**config.mk**
```make
export PLATFORM = sky130hd
export DESIGN_NAME = cdb_arbiter
export DESIGN_NICKNAME = d
export VERILOG_FILES = /design/src/rtl/cdb_pkg.sv /design/src/rtl/cdb_fifo.sv /design/src/rtl/cdb_arbiter.sv
export SDC_FILE = /design/constraint.sdc
export NUM_CORES = 1
export LEC_CHECK = 0
export BUFFER_PORTS_ARGS = -buffer_cell sky130_fd_sc_hd__clkbuf_2
export CAP_MARGIN = 30
export CORE_MARGIN = 2
export CORE_UTILIZATION = 57
export CTS_CLUSTER_SIZE = 24
export DETAILED_ROUTE_END_ITERATION = 8
export GPL_ROUTABILITY_DRIVEN = 1
export MAX_ROUTING_LAYER = met4
export PLACE_DENSITY_LB_ADDON = 0.15
export RECOVER_POWER = 50
export SYNTH_ARGS = -nofsm -noshare
export SYNTH_HDL_FRONTEND = slang
export SYNTH_HIERARCHICAL = 1
export SYNTH_SLANG_ARGS = --single-unit
export TNS_END_PERCENT = 30
```
**constraint.sdc**
```tcl
create_clock -name clockIn -period 4.9 [get_ports clockIn]
set_input_delay 0.98 -clock clockIn [delete_from_list [all_inputs] [get_ports clockIn]]
set_output_delay 0.98 -clock clockIn [all_outputs]
set_load 0.02 [all_outputs]
```
**src/rtl/cdb_pkg.sv**
```systemverilog
// Shared types and helpers for the common-data-bus arbiter and its consumers.
package cdb_pkg;

  localparam int ROB_W = 4;

  localparam logic [1:0] SRC_ALU   = 2'd0;
  localparam logic [1:0] SRC_LSB   = 2'd1;
  localparam logic [1:0] SRC_SPARE = 2'd2;

  typedef struct packed {
    logic [31:0]      val;
    logic [ROB_W-1:0] dest;
  } cdbEntry_t;

  // Round-robin successor of a source index, wrapping at numSrc.
  function automatic logic [1:0] next_ptr(input logic [1:0] ptr, input int numSrc);
    if (int'(ptr) + 1 >= numSrc) return 2'd0;
    return ptr + 2'd1;
  endfunction

endpackage

```
**src/rtl/cdb_fifo.sv**
```systemverilog
// Small per-producer result FIFO: circular buffer with a count one bit wider than the pointers.
module cdb_fifo #(
  parameter int FIFO_WIDTH = 1,
  parameter int ENTRY_W    = 36
) (
  input  logic               clockIn,
  input  logic               resetIn,
  input  logic               flush,
  input  logic               push,
  input  logic               pop,
  input  logic [ENTRY_W-1:0] wrData,
  output logic [ENTRY_W-1:0] rdData,
  output logic               full,
  output logic               empty
);

  localparam int DEPTH = 1 << FIFO_WIDTH;
  localparam int CNT_W = FIFO_WIDTH + 1;

  logic [ENTRY_W-1:0]    mem [DEPTH];
  logic [FIFO_WIDTH-1:0] head;
  logic [FIFO_WIDTH-1:0] tail;
  logic [CNT_W-1:0]      count;
  logic                  doPush;
  logic                  doPop;

  assign full   = (count == CNT_W'(DEPTH));
  assign empty  = (count == '0);
  // A push into a full FIFO is dropped; full is judged on the pre-edge count.
  assign doPush = push && !full;
  assign doPop  = pop && !empty;
  assign rdData = mem[head];

  always_ff @(posedge clockIn or posedge resetIn) begin
    if (resetIn) begin
      head  <= '0;
      tail  <= '0;
      count <= '0;
    end else if (flush) begin
      head  <= '0;
      tail  <= '0;
      count <= '0;
    end else begin
      if (doPush) tail <= tail + 1'b1;
      if (doPop)  head <= head + 1'b1;
      count <= count + CNT_W'(doPush) - CNT_W'(doPop);
    end
  end

  // NOTE: storage is not reset; only pointers and count define validity.
  always_ff @(posedge clockIn) begin
    if (doPush && !flush) mem[tail] <= wrData;
  end

endmodule

```
**src/rtl/cdb_arbiter.sv**
```systemverilog
// Common-data-bus arbiter: per-producer FIFOs drained round-robin onto a registered broadcast bus.
module cdb_arbiter
  import cdb_pkg::*;
#(
  parameter int ROB_WIDTH  = ROB_W,
  parameter int NUM_SRC    = 3,
  parameter int FIFO_WIDTH = 1
) (
  input  logic                           clockIn,
  input  logic                           resetIn,
  input  logic                           readyIn,
  input  logic                           flushIn,
  input  logic [NUM_SRC-1:0]             srcFlag,
  input  logic [NUM_SRC*32-1:0]          srcVal,
  input  logic [NUM_SRC*ROB_WIDTH-1:0]   srcDest,
  output logic [NUM_SRC-1:0]             srcFull,
  output logic                           cdbFlag,
  output logic [31:0]                    cdbVal,
  output logic [ROB_WIDTH-1:0]           cdbDest,
  output logic [1:0]                     cdbSrc
);

  typedef struct packed {
    logic [31:0]          val;
    logic [ROB_WIDTH-1:0] dest;
  } entry_t;

  entry_t             fifoHead [NUM_SRC];
  logic [NUM_SRC-1:0] fifoEmpty;
  logic [NUM_SRC-1:0] fifoFull;
  logic [NUM_SRC-1:0] popVec;
  logic [3:0]         srcNonEmpty;
  logic [2:0]         scanSum;
  logic [1:0]         rrPtr;
  logic [1:0]         grantIdx;
  logic               anyValid;

  for (genvar i = 0; i < NUM_SRC; i++) begin : g_src
    cdb_fifo #(
      .FIFO_WIDTH(FIFO_WIDTH),
      .ENTRY_W   ($bits(entry_t))
    ) u_fifo (
      .clockIn(clockIn),
      .resetIn(resetIn),
      .flush  (flushIn),
      .push   (readyIn && srcFlag[i]),
      .pop    (popVec[i]),
      .wrData ({srcVal[32*i +: 32], srcDest[ROB_WIDTH*i +: ROB_WIDTH]}),
      .rdData (fifoHead[i]),
      .full   (fifoFull[i]),
      .empty  (fifoEmpty[i])
    );

    always @(posedge clockIn) begin
      if (!resetIn && readyIn && !flushIn && srcFlag[i])
        assert (!fifoFull[i]) else $warning("cdb_arbiter: push on full source %0d dropped", i);
    end
  end

  assign srcFull = fifoFull;

  // NOTE: every always_comb output gets a default first so no path can infer a latch.
  always_comb begin
    anyValid    = 1'b0;
    grantIdx    = rrPtr;
    scanSum     = '0;
    srcNonEmpty = '0;
    srcNonEmpty[NUM_SRC-1:0] = ~fifoEmpty;
    for (int k = 0; k < NUM_SRC; k++) begin
      scanSum = {1'b0, rrPtr} + 3'(k);
      if (scanSum >= 3'(NUM_SRC)) scanSum = scanSum - 3'(NUM_SRC);
      if (!anyValid && srcNonEmpty[scanSum[1:0]]) begin
        anyValid = 1'b1;
        grantIdx = scanSum[1:0];
      end
    end
  end

  always_comb begin
    popVec = '0;
    for (int i = 0; i < NUM_SRC; i++)
      popVec[i] = readyIn && !flushIn && anyValid && (grantIdx == 2'(i));
  end

  // NOTE: state registers use non-blocking assignment so every flop samples pre-edge values.
  always_ff @(posedge clockIn or posedge resetIn) begin
    if (resetIn) begin
      rrPtr   <= '0;
      cdbFlag <= 1'b0;
      cdbVal  <= '0;
      cdbDest <= '0;
      cdbSrc  <= '0;
    end else if (flushIn) begin
      rrPtr   <= '0;
      cdbFlag <= 1'b0;
    end else if (readyIn) begin
      if (anyValid) begin
        cdbFlag <= 1'b1;
        cdbVal  <= fifoHead[grantIdx].val;
        cdbDest <= fifoHead[grantIdx].dest;
        cdbSrc  <= grantIdx;
        rrPtr   <= next_ptr(grantIdx, NUM_SRC);
      end else begin
        cdbFlag <= 1'b0;
      end
    end
  end

endmodule
```
==> results.yml, run 1 <==
worst_setup_path:
  cp_top_family: "simple AND/OR/NAND/NOR gates"
  cp.arrival_ns: 4.63
  path_cells: "inv_1 > ha_1 > mux2i_1 > a21o_1 > a2111oi_2 > or2_2 > o21bai_4 > nor2_1 > o21a_2 > ha_1 > inv_1 > ha_1 > xor2_1 > and2_2 > nor3_1"
  critical_path_class: "reg -> reg"
  timing.rr.end: "g_src[0].u_fifo/count[1]"
  reg2reg_depth: 15
  r2r-start: "rrPtr[0]"
  cp_slowest_cell: "or2_2"
  critPathMaxStageDelay_ns: 0.76
  end_kind: "register"
  regToRegSetupSlack_ns: 0.70
  path_common_cell: "ha_1"
  cp.required_ns: 5.33
  cp_max_fo: 39
  path_buf_inv: 2
  start_kind: "register"
placement:
  dp.final_hpwl_mm: 15.4
  io_buffers: 156
  dpl.cell_count: 1073
  place_congestion: 0.823
power:
  p_leak_nw: 5.26
  p_seq_share_pct: 47.0
  power.switching_w: 0.00170
  vdd_drop_max_mv: 0.359
  p_comb_share_pct: 20.9
  swShare_pct: 28.4
  cellPowerDensity_mw_per_mm2: 454
  p_int_w: 0.00430
  clockPowerShare_pct: 32.1
die:
  core-area_mm2: 0.0196
  fp.dieW_um: 146
  die_y_um: 146
  initial_core_util_pct: 58.5
  io_pins: 157
  num_rows: 51
  design.die.area_mm2: 0.0213
timing:
  finalSetupViolations: 0
  setup_tns_ns: 0
  slew_headroom_pct: -15.9
  fin_worst_skew_ns: 0.00907
  worstMarginPinSlew_ns: 1.74
  period_share_pct: 85.7
  rsz0062_at_grt: "false"
  maxSlewViolCount: 42
  period_minus_slack_ns: 4.20
  hold_viol: 0
  fmax_mhz: 238
final_layout:
  nFillCells: 1405
  fin_cells: 1123
  area_growth_pct: 15.2
  drive_above_1_share_pct: 32.0
  fin_nets: 962
clock_tree:
  clockBufferDepth: 3
  cts_tree: "built"
  clkTransAtPathRegs_ns: 0.06
  htree_levels: 1
  clk_latency_ns: 0.53
  post-cts-setup-buffer-count: 0
  cts_buffers: 27
  cts_root_buf: "clkbuf_16"
  cts.sinks: 269
  cts_resized: 0
  ctsHoldBuffers: 0
routing:
  vias: 6297
  drc: 0
  drtPass1Iterations: 5
  drtIter0Drc: 341
  detail_route.wl_per_cell_um: 20.9
  via_per_inst: 5.61
  drt-total-wl_mm: 23.5
  ant_nets: 0
synth:
  syn_area_mm2: 0.0115
  synth_top_area_share_pct: 56.6
  ys_seq_area_share_pct: 68.1
  synth_area_leaders: "edfxtp_1 (57%), mux2_4 (12%), dfrtp_1 (12%), mux2i_1 (3.2%), o221ai_2 (2.4%)"
  yosys_warnings: 6
  synth_area_per_cell_um2: 17.3
  synth_largest_area_cell: "edfxtp_1"
  synth_cells: 664
  syn_nets: 789
  synth_edf_count: 216
  yosysUniqueCellTypes: 42
  async_flop_share_pct: 19.7
  synthFlopType: "edfxtp_1"
  synth-seq-cells: 269
min_path:
  hold_path.class: "in -> async"
status:
  failed_checks: "capacitance limit, slew limit"
  status: "complete, but fails checks"
global_route:
  grt_usage_pct: 23.0
  grt_pass1_vias: 6724
  grt_max_degree: 42
  gr-total-overflow: 0
  grt_pass1_wl_mm: 36.7
  antenna_found_initial: 0
job:
  cap_violations: 1
==> layout by cell type (no fill, tap or decap), types with 4 or more instances in the layout <==
cell type	synthesis	final
buf_4	4	14
clkbuf_1	2	96
clkbuf_16	0	27
clkbuf_2	0	70
clkbuf_8	0	4
clkinv_2	0	5
dfrtp_1	53	50
edfxtp_1	216	216
ha_1	10	10
inv_1	49	49
mux2_2	21	21
mux2_4	90	88
mux2i_1	37	37
nand2_1	42	42
nor2_1	18	18
nor2b_1	8	8
nor3_1	7	6
o221ai_1	18	18
o221ai_2	18	18
==> through the flow <==
stage | hold slack, ns | total power [W] | cell area [um^2] | utilization, % | setup WS [ns]
floorplan | 0.505 | 0.00372 | 11500 | - | 0.520
global placement | 0.474 | 0.00407 | 12500 | 63.9 | 0.996
detailed placement | 0.482 | 0.00414 | 12500 | 63.9 | 0.709
CTS | 0.366 | 0.00606 | 13400 | 68.2 | 0.689
global route | 0.387 | 0.00624 | 13200 | 67.5 | 0.311
finish | 0.382 | 0.00601 | 13200 | 67.5 | 0.700
==> final cells by class <==
cell class                 count  area (um^2)  share of cell area, %
sequential                   269         7820                   59.1
tap                          265          332                   2.51
timing repair buffer         172          786                   5.94
clock inverter                10         75.1                  0.568
multi-input combinational    318         3260                   24.7
clock buffer                  39          761                   5.76
antenna                        1         2.50                 0.0189
inverter                      49          184                   1.39
==> worst max path at each step <==
stage | start | end | depth (start not counted)
2_1_floorplan | srcFlag[0] | g_src[0].u_fifo/mem[1][0] | 3
3_3_place_gp | rrPtr[0] | g_src[0].u_fifo/count[1] | 15
3_5_place_dp | rrPtr[0] | g_src[0].u_fifo/count[1] | 15
4_1_cts | rrPtr[0] | g_src[0].u_fifo/count[1] | 15
5_1_grt | rrPtr[0] | g_src[0].u_fifo/count[1] | 15
6_report | rrPtr[0] | g_src[0].u_fifo/count[1] | 15
==> cells by family after synthesis <==
kind of cell	Yosys count	share of synthesized area (%)
compound gates	56	5.07
xor+xnor	6	0.458
fa+ha+maj	10	1.09
buf+inv	77	3.65
flops	269	68.1
mux	149	17.2
simple gates	97	4.44
==> worst reg2reg max path: cells and delay by family, from the launching register on <==
family / cells / cell delay, ns
adder cells (fa/ha/maj): 3 / 0.86
AO/OA/AOI/OAI: 4 / 1.18
flip-flops: 1 / 0.40
multiplexers: 1 / 0.18
buffers and inverters: 2 / 0.14
XOR/XNOR: 1 / 0.16
AND/OR/NAND/NOR: 4 / 1.19
==> routing by layer <==
layer | routed length, um | global-route usage [%] | up-vias
met4 | 631 | 6.08 | 0
met1 | 9480 | 28.3 | 3190
met2 | 11900 | 39.5 | 228
li1 | - | - | 2834
met5 | 0 | - | -
met3 | 1500 | 4.08 | 45
==> power groups by stage <==
stage / clock (W) / combinational (W) / sequential (W)
after floorplan: 0 / 0.000713 / 0.00300
after global placement: 0 / 0.00122 / 0.00286
after detailed placement: 0 / 0.00127 / 0.00287
after CTS: 0.00196 / 0.00128 / 0.00282
after global routing: 0.00206 / 0.00135 / 0.00284
final: 0.00193 / 0.00126 / 0.00282
==> synthesized netlist by cell type (all sizes together), types with 5 or more instances <==
cell type,number
and2,6
inv,49
nor3b,5
nor2,18
buf,26
mux2i,37
ha,10
o221ai,36
edfxtp,216
mux2,112
nand2,42
dfrtp,53
nor3,7
o21ai,5
nor2b,11
==> state kept, by name, summed over array words and instances, names as in the netlist <==
signal	flops
cdbDest	4
g_src.u_fifo/tail	3
g_src.u_fifo/mem	216
g_src.u_fifo/count	6
rrPtr	2
cdbSrc	2
cdbVal	32
cdbFlag	1
g_src.u_fifo/head	3
(Power assumes the default switching activity.)
==> run 2: changes to the inputs <==
CORE_UTILIZATION = 40   (was 57)
==> results.yml, run 2 (synthesized netlist as in run 1, its figures left out) <==
timing:
  period_share_pct: 76.2
  slew_headroom_pct: -1.95
  fin_worst_skew_ns: 0.0113
  period_minus_slack_ns: 3.73
  worstMarginPinSlew_ns: 1.53
  hold_viol: 0
  finalSetupViolations: 0
  maxSlewViolCount: 23
  fmax_mhz: 268
  rsz0062_at_grt: "false"
  setup_tns_ns: 0
final_layout:
  reg_top3: "g_src.u_fifo/mem (216), cdbVal (32), g_src.u_fifo/count (6)"
  area_growth_pct: 17.0
  final_common_cell: "edfxtp_1"
  final_core_util_pct: 47.9
  fin_nets: 964
  drive_above_1_share_pct: 31.7
  nFillCells: 2467
  final_cell_mix: "edfxtp_1 (216), clkbuf_1 (102), mux2_4 (88)"
  largest_reg_flops: 216
  design_area_mm2: 0.0134
  regMostFlops: "g_src.u_fifo/mem"
power:
  vdd_drop_max_mv: 0.321
  cellPowerDensity_mw_per_mm2: 455
  p_leak_nw: 5.27
  total_power_w: 0.00610
clock_tree:
  cts_tree: "built"
  cts_root_buf: "clkbuf_16"
  cts_buffers: 28
  cts.sinks: 269
  ctsHoldBuffers: 0
  clk_latency_ns: 0.53
  cts_resized: 0
  clkTransAtPathRegs_ns: 0.06
  clockBufferDepth: 3
  post-cts-setup-buffer-count: 0
  htree_levels: 1
die:
  io_pins: 157
  core-area_mm2: 0.0280
  design.die.area_mm2: 0.0300
  num_rows: 61
  die_y_um: 173
  initial_core_util_pct: 40.9
  fp.dieW_um: 173
routing:
  via_per_inst: 4.90
  vias: 6080
  drtIter0Drc: 321
  drt-total-wl_mm: 25.2
  drtPass1Iterations: 4
  detail_route.wl_per_cell_um: 20.2
  drc: 0
  ant_nets: 0
placement:
  dp.final_hpwl_mm: 16.7
  place_congestion: 0.801
  io_buffers: 156
  placedInstanceArea_mm2: 0.0127
global_route:
  grt_max_degree: 39
  antenna_found_initial: 3
  grt_pass1_vias: 6662
  gr-total-overflow: 0
  grt_pass1_wl_mm: 38.7
  grt_usage_pct: 17.2
worst_setup_path:
  path_common_cell: "ha_1"
  cp_top_family: "compound AO/OA/AOI/OAI gates"
  timing.rr.end: "g_src[1].u_fifo/count[1]"
  cp.required_ns: 5.26
  r2r-start: "rrPtr[0]"
  reg2reg_depth: 15
  path_buf_inv: 2
  cp_max_fo: 19
  regToRegSetupSlack_ns: 1.17
  critical_path_class: "reg -> reg"
  path_cells: "inv_1 > ha_1 > mux2i_1 > a21o_1 > a211oi_1 > nor3b_1 > o21bai_4 > nor2_1 > o21a_2 > ha_1 > inv_1 > ha_1 > xor2_1 > and2_2 > nor3_1"
  cp_slowest_cell: "nor3b_1"
  end_kind: "register"
  critPathMaxStageDelay_ns: 0.45
  start_kind: "register"
  cp.arrival_ns: 4.10
status:
  failed_checks: "capacitance limit, slew limit"
  status: "complete, but fails checks"
job:
  cap_violations: 1
min_path:
  hold_path.class: "in -> async"
## run 2: cell count changes in the layout (fill, tap and decap cells not counted), sizes merged
cell	delta
clkinvlp	+2
diode	+2
buf	+1
bufinv	-1
clkbuf	+1
clkinv	+1
## run 2: cell type report
| type | instances | area, um^2 | share of cell area [%] |
|---|---|---|---|
| Multi-Input combinational cell | 318 | 3270 | 24.3 |
| Antenna cell | 3 | 7.51 | 0.0559 |
| Clock buffer | 40 | 827 | 6.16 |
| Clock inverter | 12 | 65.1 | 0.485 |
| Sequential cell | 269 | 7820 | 58.2 |
| Timing Repair Buffer | 173 | 782 | 5.83 |
| Inverter | 49 | 184 | 1.37 |
| Tap cell | 378 | 473 | 3.52 |
## run 2: metal layers
metal  wire [um]  vias up  global-route usage, %
met3        1240       36                   2.89
met4         525        0                   4.34
met2       12700      165                   29.5
met5           0        -                      -
li1            -     2843                      -
met1       10700     3036                   21.1
## run 2: worst max path at each step
stage / startpoint / endpoint / slack [ns] / depth (start not counted)
detailed placement: rrPtr[0] / g_src[0].u_fifo/count[1] / 1.30 / 15
CTS: rrPtr[0] / g_src[1].u_fifo/count[1] / 1.29 / 15
global placement: rrPtr[0] / g_src[1].u_fifo/count[1] / 1.45 / 15
global route: rrPtr[0] / g_src[1].u_fifo/count[1] / 0.98 / 15
floorplan: srcFlag[0] / g_src[0].u_fifo/mem[1][0] / 0.52 / 3
finish: rrPtr[0] / g_src[1].u_fifo/count[1] / 1.17 / 15
## run 2: per-stage QoR
stage / setup slack (ns) / hold slack [ns] / std cells
after detailed placement: 1.30 / 0.476 / 1187
after global placement: 1.45 / 0.464 / 1186
after floorplan: 0.520 / 0.505 / 664
after CTS: 1.29 / 0.366 / 1239
final: 1.17 / 0.408 / 1242
after global routing: 0.978 / 0.406 / 1242
## run 2: power by group
group / leakage, nW / total, W / switching (W) / internal (W)
logic: 2.19 / 0.00126 / 0.000762 / 0.000496
clock network: 0.439 / 0.00201 / 0.000841 / 0.00117
registers: 2.64 / 0.00283 / 0.000149 / 0.00268
## run 2: worst reg2reg max path, stage by stage, from the launching register on
cell	delay, ns
dfrtp_1	0.39
inv_1	0.09
ha_1	0.40
mux2i_1	0.18
a21o_1	0.25
a211oi_1	0.35
nor3b_1	0.45
o21bai_4	0.28
nor2_1	0.19
o21a_2	0.17
ha_1	0.23
inv_1	0.06
ha_1	0.15
xor2_1	0.18
and2_2	0.16
nor3_1	0.04
==> run 3: changes to the inputs <==
ABC_AREA = 1   (was default)
clock period = 3.3 ns   (was 4.9 ns; I/O delays follow)
==> results.yml, run 3 <==
status:
  status: "complete, but fails checks"
  failed_checks: "capacitance limit, slew limit"
routing:
  drtPass1Iterations: 5
  vias: 7917
  drt-total-wl_mm: 28.6
  drc: 0
  detail_route.wl_per_cell_um: 17.0
  ant_nets: 0
  drtIter0Drc: 575
  via_per_inst: 4.72
worst_setup_path:
  path_buf_inv: 4
  critical_path_class: "reg -> reg"
  path_cells: "inv_1 > ha_1 > inv_2 > nand3_1 > nand2_1 > nand3b_1 > nand2_2 > nor2_4 > nand2_1 > inv_1 > ha_1 > inv_1 > ha_1 > nand3_1 > nand2_1 > nor2_1"
  cp.arrival_ns: 3.20
  critPathMaxStageDelay_ns: 0.39
  cp_slowest_cell: "ha_1"
  cp_max_fo: 16
  start_kind: "register"
  end_kind: "register"
  cp.required_ns: 3.73
  cp_top_family: "simple AND/OR/NAND/NOR gates"
timing:
  maxSlewViolCount: 36
  period_minus_slack_ns: 2.76
  period_share_pct: 83.8
  setup_tns_ns: 0
  fin_worst_skew_ns: 0.00916
  slew_headroom_pct: -40.1
  hold_viol: 0
  rsz0062_at_grt: "false"
  worstMarginPinSlew_ns: 2.10
  fmax_mhz: 362
  finalSetupViolations: 0
synth:
  synth_area_per_cell_um2: 10.6
  ys_seq_area_share_pct: 66.6
  synth_cells: 1107
  yosysUniqueCellTypes: 28
  synth_area_leaders: "edfxtp_1 (55%), nand2_1 (15%), dfrtp_1 (11%), nand3_1 (3.4%), nor2_1 (2.6%)"
  syn_area_mm2: 0.0117
  synth-seq-cells: 269
  synthFlopType: "edfxtp_1"
  async_flop_share_pct: 19.7
  synth_edf_count: 216
  synth_most_common_cell: "nand2_1"
  yosys_warnings: 6
  synth_largest_area_cell: "edfxtp_1"
  syn_nets: 1232
  synth_top_area_share_pct: 55.3
  synth_common_cells: "nand2_1 (478), edfxtp_1 (216), nor2_1 (82), nand3_1 (80), inv_1 (61)"
power:
  cellPowerDensity_mw_per_mm2: 894
  power.switching_w: 0.00491
  p_seq_share_pct: 35.1
  clockPowerShare_pct: 26.2
  p_int_w: 0.00725
  p_leak_nw: 5.74
  swShare_pct: 40.4
  p_comb_share_pct: 38.7
  vdd_drop_max_mv: 0.825
placement:
  place_congestion: 0.868
  dp.final_hpwl_mm: 19.6
  dpl.cell_count: 1623
  io_buffers: 156
final_layout:
  largest_reg_flops: 216
  regMostFlops: "g_src.u_fifo/mem"
  fin_cells: 1679
  area_growth_pct: 15.9
  final_common_cell: "nand2_1"
  fin_nets: 1395
  drive_above_1_share_pct: 14.5
  final_cell_mix: "nand2_1 (478), edfxtp_1 (216), clkbuf_1 (96)"
  final_core_util_pct: 47.3
  reg_top3: "g_src.u_fifo/mem (216), cdbVal (32), g_src.u_fifo/count (6)"
global_route:
  grt_usage_pct: 19.2
  grt_pass1_wl_mm: 43.1
  antenna_found_initial: 2
  grt_pass1_vias: 7452
  gr-total-overflow: 0
  grt_max_degree: 41
die:
  io_pins: 157
  die_y_um: 175
  design.die.area_mm2: 0.0307
  initial_core_util_pct: 40.8
  fp.dieW_um: 175
  num_rows: 62
  core-area_mm2: 0.0288
min_path:
  hold_path.class: "in -> async"
clock_tree:
  cts_root_buf: "clkbuf_16"
  htree_levels: 1
  clockBufferDepth: 3
  cts.sinks: 269
  cts_resized: 0
  post-cts-setup-buffer-count: 0
  clkTransAtPathRegs_ns: 0.06
  ctsHoldBuffers: 0
  cts_tree: "built"
  clk_latency_ns: 0.55
  cts_buffers: 29
job:
  cap_violations: 1
==> run 3: power groups by stage <==
stage | clock network (W) | registers [W] | logic [W]
after floorplan | 0 | 0.00453 | 0.00332
after global placement | 0 | 0.00433 | 0.00475
after detailed placement | 0 | 0.00433 | 0.00479
after CTS | 0.00327 | 0.00427 | 0.00480
after global routing | 0.00340 | 0.00429 | 0.00520
final | 0.00319 | 0.00427 | 0.00470
==> run 3: final timing paths <==
path                            slack (ns)  cells past startpoint                   endpoint  startpoint
worst min-delay path                  0.11                      2   g_src[2].u_fifo/count[1]     resetIn
worst max-delay path                  0.54                     16   g_src[1].u_fifo/count[1]    rrPtr[0]
worst max register to register        0.54                     16   g_src[1].u_fifo/count[1]    rrPtr[0]
max in group asynchronous             0.87                      3                  cdbVal[2]     resetIn
worst min register to register        0.49                      2                  cdbSrc[0]   cdbSrc[0]
min in group clockIn                  0.30                      1  g_src[1].u_fifo/mem[1][7]  srcVal[35]
==> run 3: per-stage QoR <==
| stage | setup WS [ns] | area [um^2] | hold slack (ns) | power, W |
|---|---|---|---|---|
| 2_1_floorplan | -0.501 | 11700 | 0.426 | 0.00785 |
| 3_3_place_gp | 0.627 | 12800 | 0.492 | 0.00908 |
| 3_5_place_dp | 0.554 | 12800 | 0.483 | 0.00912 |
| 4_1_cts | 0.535 | 13800 | 0.0581 | 0.0123 |
| 5_1_grt | 0.299 | 13600 | 0.111 | 0.0129 |
| 6_report | 0.536 | 13600 | 0.110 | 0.0122 |
==> run 3: logic make-up (layout without fill, tap and decap cells) <==
logic type	after synthesis	after routing	synth area share, %
simple gates	702	702	25.9
flops	269	269	66.6
buf+inv	112	298	5.52
compound gates	14	14	0.896
fa+ha+maj	10	10	1.07
other cells	0	2	0
==> run 3: per-layer routing <==
layer	vias up	routed length, um	global-route usage [%]
li1	3948	-	-
met1	3735	12200	24.2
met2	192	14100	32.0
met3	42	1410	3.31
met4	0	838	5.38
met5	-	0	-
==> run 3: area by class of cell <==
class / count / area (um^2)
timing repair buffer: 177 / 832
clock buffer: 38 / 779
sequential: 269 / 7810
multi-input combinational: 726 / 3280
clock inverter: 16 / 160
fill: 2766 / 15200
antenna: 2 / 5.00
tap: 384 / 480
inverter: 67 / 251
